[config.mk]
export PLATFORM = sky130hd
export DESIGN_NAME = imem_loader
export DESIGN_NICKNAME = d
export VERILOG_FILES = /design/src/rtl/imem_loader_pkg.sv /design/src/rtl/imem_loader_pack.sv /design/src/rtl/imem_loader.sv
export SDC_FILE = /design/constraint.sdc
export NUM_CORES = 1
export LEC_CHECK = 0
export BUFFER_PORTS_ARGS = -buffer_cell sky130_fd_sc_hd__buf_2
export CAP_MARGIN = 10
export CORE_MARGIN = 8
export CORE_UTILIZATION = 55
export DETAILED_ROUTE_END_ITERATION = 8
export GPL_TIMING_DRIVEN = 0
export PLACE_DENSITY = 0.8
export SLEW_MARGIN = 20
export SYNTH_ARGS = -nofsm -noshare
export SYNTH_HDL_FRONTEND = slang
export SYNTH_SLANG_ARGS = --single-unit
[constraint.sdc]
create_clock -name clk -period 3.2 [get_ports clk]
set_input_delay 0.48 -clock clk [delete_from_list [all_inputs] [get_ports clk]]
set_output_delay 0.48 -clock clk [all_outputs]
set_load 0.01 [all_outputs]
[src/rtl/imem_loader_pkg.sv]
// imem_loader_pkg
// Shared definitions for the instruction memory loader:
//   LEN_W   - width of the word-count header carried in the byte stream
//   state_e - loader FSM state encoding
//   len_ok  - header sanity check (non-zero and fits in memory)
package imem_loader_pkg;

  localparam int LEN_W = 16;

  typedef enum logic [2:0] {
    ST_IDLE   = 3'd0,
    ST_LEN_LO = 3'd1,
    ST_LEN_HI = 3'd2,
    ST_DATA   = 3'd3,
    ST_WRITE  = 3'd4,
    ST_DONE   = 3'd5,
    ST_ERR    = 3'd6
  } state_e;

  // Unsigned compare; a zero-length load is treated as an error.
  function automatic logic len_ok(input logic [LEN_W-1:0] n,
                                  input logic [LEN_W-1:0] depth);
    return (n != '0) && (n <= depth);
  endfunction

endpackage

[src/rtl/imem_loader_pack.sv]
// imem_loader_pack
// Byte-to-word assembler. Bytes arrive little-endian: the first byte of a
// word ends up in bits [7:0], the fourth in bits [31:24].
// Ports:
//   clk       - system clock
//   rst       - asynchronous active-low reset
//   clr       - synchronous clear of the byte counter and word register
//   shift_en  - shift byte_in into the word, advance the byte counter
//   byte_in   - incoming stream byte
//   word      - assembled word (valid once four bytes have been shifted)
//   last_byte - the next shifted byte completes the word
module imem_loader_pack (
  input  logic        clk,
  input  logic        rst,
  input  logic        clr,
  input  logic        shift_en,
  input  logic [7:0]  byte_in,
  output logic [31:0] word,
  output logic        last_byte
);

  logic [1:0]  byte_idx_q;
  logic [31:0] word_q;

  always_ff @(posedge clk or negedge rst) begin
    if (!rst) begin
      byte_idx_q <= 2'd0;
      word_q     <= 32'd0;
    end else if (clr) begin
      byte_idx_q <= 2'd0;
      word_q     <= 32'd0;
    end else if (shift_en) begin
      // Shifting in from the top leaves the first byte at [7:0] after four.
      word_q     <= {byte_in, word_q[31:8]};
      byte_idx_q <= byte_idx_q + 2'd1;
    end
  end

  assign word      = word_q;
  assign last_byte = (byte_idx_q == 2'd3);

endmodule

[src/rtl/imem_loader.sv]
// imem_loader
// Loads a program into instruction memory from a byte stream:
// 2-byte little-endian word count N, then 4*N little-endian word bytes.
// The core is held in reset for the whole load and released on success.
// Ports:
//   clk        - system clock
//   rst        - asynchronous active-low reset
//   load_req   - start pulse, honoured only in IDLE
//   in_valid   - byte source has a byte on in_data
//   in_data    - stream byte
//   in_ready   - loader accepts a byte this cycle
//   imem_we    - instruction memory write strobe, one cycle per word
//   imem_addr  - word address of the write
//   imem_wdata - word to write
//   core_rst_n - active-low reset to the processor core
//   busy       - load in progress
//   done       - one-cycle pulse on successful completion
//   err        - sticky length error, cleared by the next load_req
//
// state    | meaning
// ---------+---------------------------------------------------
// IDLE     | waiting for load_req
// LEN_LO   | accept low byte of word count
// LEN_HI   | accept high byte of word count, validate it
// DATA     | accept word bytes into the assembler
// WRITE    | one-cycle memory write of the assembled word
// DONE     | pulse done, release the core
// ERR      | flag length error, core stays held
module imem_loader
  import imem_loader_pkg::*;
#(
  parameter int DEPTH_WORDS = 256,
  parameter int ADDR_W      = 8
) (
  input  logic              clk,
  input  logic              rst,
  input  logic              load_req,
  input  logic              in_valid,
  input  logic [7:0]        in_data,
  output logic              in_ready,
  output logic              imem_we,
  output logic [ADDR_W-1:0] imem_addr,
  output logic [31:0]       imem_wdata,
  output logic              core_rst_n,
  output logic              busy,
  output logic              done,
  output logic              err
);

  state_e            state_q;
  logic [LEN_W-1:0]  len_q;
  logic [ADDR_W-1:0] word_idx_q;
  logic              err_q;
  logic              core_rst_n_q;

  logic              accept;
  logic [LEN_W-1:0]  len_full;
  logic              last_word;
  logic              pack_clr;
  logic              pack_en;
  logic              last_byte;
  logic [31:0]       pack_word;

  // Outputs decode from registered state only; in_valid never reaches them.
  assign in_ready = (state_q == ST_LEN_LO) || (state_q == ST_LEN_HI) ||
                    (state_q == ST_DATA);
  assign accept   = in_valid && in_ready;
  assign len_full = {in_data, len_q[7:0]};
  assign last_word = (LEN_W'(word_idx_q) == (len_q - LEN_W'(1)));

  assign pack_clr = (state_q == ST_IDLE) && load_req;
  assign pack_en  = (state_q == ST_DATA) && accept;

  imem_loader_pack u_pack (
    .clk       (clk),
    .rst       (rst),
    .clr       (pack_clr),
    .shift_en  (pack_en),
    .byte_in   (in_data),
    .word      (pack_word),
    .last_byte (last_byte)
  );

  always_ff @(posedge clk or negedge rst) begin
    if (!rst) begin
      state_q      <= ST_IDLE;
      len_q        <= '0;
      word_idx_q   <= '0;
      err_q        <= 1'b0;
      core_rst_n_q <= 1'b0;
    end else begin
      unique case (state_q)
        ST_IDLE: begin
          if (load_req) begin
            state_q      <= ST_LEN_LO;
            len_q        <= '0;
            word_idx_q   <= '0;
            err_q        <= 1'b0;
            core_rst_n_q <= 1'b0;
          end
        end
        ST_LEN_LO: begin
          if (accept) begin
            len_q[7:0] <= in_data;
            state_q    <= ST_LEN_HI;
          end
        end
        ST_LEN_HI: begin
          if (accept) begin
            len_q   <= len_full;
            state_q <= len_ok(len_full, LEN_W'(DEPTH_WORDS)) ? ST_DATA : ST_ERR;
          end
        end
        ST_DATA: begin
          if (accept && last_byte) state_q <= ST_WRITE;
        end
        ST_WRITE: begin
          if (last_word) begin
            state_q <= ST_DONE;
          end else begin
            word_idx_q <= word_idx_q + ADDR_W'(1);
            state_q    <= ST_DATA;
          end
        end
        ST_DONE: begin
          core_rst_n_q <= 1'b1;
          state_q      <= ST_IDLE;
        end
        ST_ERR: begin
          err_q   <= 1'b1;
          state_q <= ST_IDLE;
        end
        default: state_q <= ST_IDLE;
      endcase
    end
  end

  assign imem_we    = (state_q == ST_WRITE);
  assign imem_addr  = word_idx_q;
  assign imem_wdata = pack_word;
  assign core_rst_n = core_rst_n_q;
  assign busy       = (state_q != ST_IDLE);
  assign done       = (state_q == ST_DONE);
  assign err        = err_q;

endmodule

# [Word level (Yosys, flattened, before mapping)]
# Cells that the tools add are included.
[totals] register_bits=63 word_cells=70 output_inout_bits=46
[classes] n_reduce_logical=22 n_lt_le_gt_ge=1 bitwise_logic=1 eq_ne=13 mux=22 addsub=3
[op_table] operator="two-way mux 32 bit" count=2
[op_table] operator="two-way mux 16 bit" count=2
[op_table] operator="one-hot mux 8 bit (2 select lines)" count=2
[op_table] operator="two-way mux 8 bit" count=3
[op_table] operator="one-hot mux 8 bit (3 select lines)" count=1
[op_table] operator="two-way mux 3 bit" count=6
[op_table] operator="== test 8 x 16 -> 1 bit" count=1
[op_table] operator="less-or-equal comparator 16 x 9 -> 1 bit (second input constant)" count=1
[op_table] operator="nonzero test 16 bit" count=1
[op_table] operator="subtractor 16 x 1 -> 16 bit (second input constant)" count=1
[op_table] operator="one-hot mux 3 bit (5 select lines)" count=1
[op_table] operator="nonzero test 2 bit" count=6
[op_table] operator="== test 3 bit (second input constant)" count=3
[op_table] operator="adder 8 x 1 -> 8 bit (second input constant)" count=1
[op_table] operator="inequality test 2 bit (second input constant)" count=4
[op_table] operator="AND reduction 4 bit" count=2
[op_table] operator="== test 3 x 2 -> 1 bit (second input constant)" count=2
[op_table] operator="AND reduction 3 bit" count=2
[op_table] operator="logical AND 1 bit" count=5
[op_table] operator="two-way mux 2 bit" count=2
[op_table] operator="one-hot mux 1 bit (2 select lines)" count=2
[op_table] operator="AND reduction 2 bit" count=2
[op_table] operator="== test 3 x 1 -> 1 bit (second input constant)" count=1
[op_table] operator="logical NOT 3 bit" count=1
[op_table] operator="7 further kinds" count=8

# [Longest topological paths before layout]
[logic_depth] ltp_word=7 ltp_mapped=10 mapped_depth_nobuf=9

# [Modules after synthesis]
# A second synthesis with hierarchy kept.
[unflattened] hier_cells=322 area_unflattened_um2=3313.2
[modules_own_cells] mod="imem_loader" area_each_um2=1894.3 seq_area_each_um2=725.7 instances=1 cells_per_inst=211
[modules_own_cells] mod="imem_loader_pack" area_each_um2=1418.9 seq_area_each_um2=850.8 instances=1 cells_per_inst=111

# [Worst setup path after synthesis]
# Ideal clock, no wire load.
[synth_path] path_type="reg2reg" from="reg len_q[0]" to="reg state_q[1]" n_path_buf=1 period_less_slack_ps=2651 setup_time_ps=124 path_stages_with_launch=9 path_slack_ps=549 arrival_time_ps=2527 cell_sequence="dfrtp_1 > or4_1 > buf_2 > nor4_1 > xnor2_1 > a31oi_1 > or4b_4 > and2_1 > a211o_1"
[synth_via] elab_chain_len=4
[synth_lines] item="start, declared" line_no="imem_loader.sv:51" source="logic [LEN_W-1:0] len_q;"
[synth_lines] item="start signal, assigned" line_no="imem_loader.sv:104" source="len_q[7:0] <= in_data;"
[synth_lines] item="start signal, assigned" line_no="imem_loader.sv:110" source="len_q <= len_full;"
[synth_lines] item="subtractor 16 x 1 -> 16 bit" line_no="imem_loader.sv:69" source="assign last_word = (LEN_W'(word_idx_q) == (len_q - LEN_W'(1)));"
[synth_lines] item="== test 8 x 16 -> 1 bit" line_no="imem_loader.sv:69"
[synth_lines] item="two-way mux 3 bit" line_no="imem_loader.sv:118" source="if (last_word) begin"
[synth_lines] item="one-hot mux 3 bit (5 select lines)" line_no="imem_loader.sv:92" source="unique case (state_q)"
[synth_lines] item="end signal, assigned" line_no="imem_loader.sv:111" source="state_q <= len_ok(len_full, LEN_W'(DEPTH_WORDS)) ? ST_DATA : ST_ERR;"
[synth_lines] item="end, declared" line_no="imem_loader.sv:50" source="state_e state_q;"
# No other way between the ends.
# A chain may end at the register's enable or synchronous reset.

# [Worst setup path in the final report]
# Same ends and word-level chain as after synthesis.

==> summary.txt <==
Power
  • Part of the power in the clock network: 19.5%
  • Internal Power: 2.08 mW
  • Maximum vdd drop: 520 µV
  • Combinational group share of total power: 46.5%
  • Leakage power total: ~1.9 nW
  • Switching power: 1.61 mW
  • Power per cell area: 979 mW/mm²
  • Sw Share: 43.6%
  • Fraction of power consumed by sequential logic: between 30% and 40%

Detailed routing
  • Detailed-route wire length per cell: 15.8 µm
  • Starting DRT DRC Count: about 200
  • Post-route DRC violation count: 0
  • Router iterations before antenna repair: 5
  • DRT Wirelength: 8.09 mm
  • Post-route ant nets: 0
  • Via/cell ratio: 5.61
  • Vias after detailed routing: 2880

Cells and area
  • Cell Count, Final, Fillers Out: 513
  • Most common cell after layout, fill and taps aside: sky130_fd_sc_hd__nand2_1
  • Relative area change from synthesis to final layout: 18.8%
  • Net total in the final layout: approximately 450
  • Ratio of cells with drive above 1 in the final layout: between 10% and 20%
  • # diodes: 0
  • Commonest cells after routing, fill and taps aside: sky130_fd_sc_hd__nand2_1, sky130_fd_sc_hd__dfrtp_1, sky130_fd_sc_hd__buf_2

Critical path
  • Reg2Reg Launch Point: len_q[0]$_DFFE_PN0P_
  • Setup CP Type: register to register
  • Nature of the critical path endpoint: register
  • Arrival time of data at the critical path endpoint: about 3.2 ns
  • Crit-path max cell delay: between 0.5 and 0.6 ns
  • Data required time at the worst endpoint: 3.44 ns
  • Worst Path Max Fanout: 6
  • Cell type of the slowest stage on the worst timing path: sky130_fd_sc_hd__or4b_4
  • Critical path origin: len_q[0]$_DFFE_PN0P_
  • Cell-by-cell trace of the critical path: inv_1 -> ha_1 -> nor4b_2 -> nand2_1 -> o41ai_1 -> nand4_1 -> or4b_4 -> and2_1 -> a211o_1
  • Setup crit start kind: register

Timing
  • Final period util: 93.1%
  • RSZ-0062 raised after global routing: no
  • Final hold violation count: 0
  • Worst slew margin relative to its limit: 31.5%
  • Peak Freq: roughly 340 MHz
  • Final setup TNS: 0 ns
  • Final critical-path required period: 2.98 ns
  • Slew at the pin with the worst max-slew slack: 1.02 ns
  • Clock skew: approximately 0.013 ns
  • Max Slew Vio Count: 0
  • Count of final setup violators: 0

Clock tree
  • Number of buffers inserted to repair setup after CTS: 0
  • Cell chosen for the clock root: sky130_fd_sc_hd__clkbuf_8
  • Deepest clock path buffer count: 2
  • Clock insertion delay at the later pin of the skew report: roughly 0.36 ns
  • Count of H-tree levels built during CTS: 3
  • Clock-pin slew on the worst setup and hold paths: 0.09 ns
  • Quantity of gates resized following cts: 0
  • Clock tree from TritonCTS: yes
  • Number of sinks on the clock net: 63
  • CTS Hold Bufs: 0
  • Number of buffers created by CTS: 9

Global route
  • Via count of the first global-routing pass: between 2k and 3k
  • Global router's overall resource usage: 20.1%
  • Remaining Overflow, GRT: 0
  • First-pass GRT wire length: 13.9 mm
  • Number of antenna violations at the first check in global routing: 0
  • Maximum number of pins on one net before global-route repair: 44

Worst hold path
  • Class of the most critical hold timing path: primary input to async pin

Flow run
  • Maxcap violations: 0

Synth
  • Fraction of registers with async set or reset after synthesis: 100%
  • Post-synthesis sequential area ratio: about half
  • Seq cells post-synth: 63
  • EDFF count, synth: 0
  • Nets in the synthesized netlist: 383
  • Gate Count Post-Synth: 368
  • Cell Area, Synth: 0.00317 mm²
  • Top FF cell, synth: sky130_fd_sc_hd__dfrtp_1
  • Post-synthesis average cell area: 8.61 µm²
  • Synth warnings: 0
  • Most area-consuming cells after synthesis: sky130_fd_sc_hd__dfrtp_1, sky130_fd_sc_hd__nand2_1, sky130_fd_sc_hd__nand3_1
  • Cell type with the highest aggregate area in the netlist: sky130_fd_sc_hd__dfrtp_1
  • Share of the synthesized area in the top cell type: 49.7%
  • Number of distinct library cells after synthesis: 46

Die
  • Die span in y: 91.9 µm
  • Die span in x: roughly 90 µm
  • Rows: 27
  • Full die area: 0.00845 mm²
  • Initial core utilization: a little under three fifths
  • Placeable Area: 0.00554 mm²
  • IO Count: 58

Placed design
  • Total half-perimeter wirelength after legalization and detailed placement: 5.83 mm
  • Number of placed cells counting well taps: 497
  • Count of buffers from port buffering: 56
  • RD Place Congestion: 0.873

Outcome
  • Status: finished clean
[power by group through the flow]
stage | combinational (mW) | sequential [mW] | clock, mW
finish | 1.72 | 1.25 | 0.719
global route | 1.93 | 1.29 | 0.754
CTS | 1.72 | 1.25 | 0.722
detailed placement | 1.70 | 1.26 | 0
global placement | 1.65 | 1.25 | 0
floorplan | 1.15 | 1.29 | 0
[logic make-up after synthesis]
logic type | count (synthesis) | share of synthesized area [%]
AND/OR/NAND/NOR | 198 | 29.6
flip-flops | 63 | 49.7
AO/OA/AOI/OAI | 49 | 9.75
buffers and inverters | 38 | 4.82
XOR/XNOR | 11 | 3.04
multiplexers | 6 | 1.90
adder cells (fa/ha/maj) | 3 | 1.18
[through the flow]
| step | total power, mW | setup WS, ns | utilization [%] | instance area, µm² | hold slack (ns) |
|---|---|---|---|---|---|
| 5_1_grt | 3.97 | 0.0373 | 68.0 | 3770 | 0.0217 |
| 4_1_cts | 3.70 | 0.241 | 68.0 | 3770 | 0.00645 |
| 3_5_place_dp | 2.96 | 0.265 | 64.3 | 3560 | 0.383 |
| 3_3_place_gp | 2.89 | 0.304 | 63.9 | 3540 | 0.453 |
| 2_1_floorplan | 2.44 | 0.549 | - | 3170 | 0.184 |
| 6_report | 3.69 | 0.221 | 68.0 | 3770 | 0.000627 |
[path summary, 6_finish.rpt]
path | to | slack [ns] | depth (start not counted)
setup / recovery | state_q[1]$_DFFE_PN0P_ | 0.22 | 9
hold / removal | u_pack.word[20]$_DFFE_PN0P_ | 0.0006 | 1
setup reg to reg | state_q[1]$_DFFE_PN0P_ | 0.22 | 9
hold reg to reg | core_rst_n$_DFFE_PN0P_ | 0.48 | 1
max in group asynchronous | len_q[12]$_DFFE_PN0P_ | 2.68 | 2
min in group clk | u_pack.word[25]$_DFFE_PN0P_ | 0.38 | 3
[final cells by class]
cell class | instances | area [µm²]
timing repair buffer | 57 | 303
fill | 456 | 1770
tap | 72 | 90.1
inverter | 16 | 60.1
buffer | 22 | 92.6
multi-input combinational | 267 | 1440
sequential | 63 | 1580
clock buffer | 9 | 124
clock inverter | 7 | 80.1
[sequential cells by signal, indices dropped and copies added (netlist names)]
signal / flops
u_pack.word: 32
imem_addr: 8
u_pack.byte_idx_q: 2
core_rst_n: 1
err: 1
state_q: 3
len_q: 16
[synthesized netlist by cell type (2+ instances only)]
master	instances
sky130_fd_sc_hd__a31o_1	2
sky130_fd_sc_hd__a21oi_2	2
sky130_fd_sc_hd__nor4_1	3
sky130_fd_sc_hd__xor2_1	4
sky130_fd_sc_hd__nand3b_1	2
sky130_fd_sc_hd__ha_1	3
sky130_fd_sc_hd__nand2_1	94
sky130_fd_sc_hd__xnor2_1	7
sky130_fd_sc_hd__nor4b_2	2
sky130_fd_sc_hd__inv_1	15
sky130_fd_sc_hd__nor2_1	14
sky130_fd_sc_hd__nand2b_1	2
sky130_fd_sc_hd__nor3_1	9
sky130_fd_sc_hd__nand4_1	7
sky130_fd_sc_hd__nand3_1	46
sky130_fd_sc_hd__buf_2	2
sky130_fd_sc_hd__o21ai_0	22
sky130_fd_sc_hd__a31oi_1	3
sky130_fd_sc_hd__clkbuf_1	19
sky130_fd_sc_hd__mux2i_1	6
sky130_fd_sc_hd__a21oi_1	8
sky130_fd_sc_hd__and2_1	3
sky130_fd_sc_hd__and3_1	3
sky130_fd_sc_hd__or3_1	4
sky130_fd_sc_hd__or4_1	3
sky130_fd_sc_hd__dfrtp_1	63
[routing by layer]
metal / GRT usage (%) / wire length (µm) / up-vias
li1: - / - / 1396
met4: 8.59 / 163 / 0
met5: 0 / 0 / -
met1: 24.1 / 3470 / 1386
met2: 33.8 / 4090 / 80
met3: 4.81 / 369 / 18
[critical path: cells and delay by family (launching register included)]
kind	cells	cell delay, ns
buffers and inverters	1	0.08
AOI/OAI and AO/OA	2	0.62
DFF	1	0.45
adders and majority gates	1	0.19
and+or+nand+nor	5	1.55
Note: power is estimated with default switching activity, not from simulation.
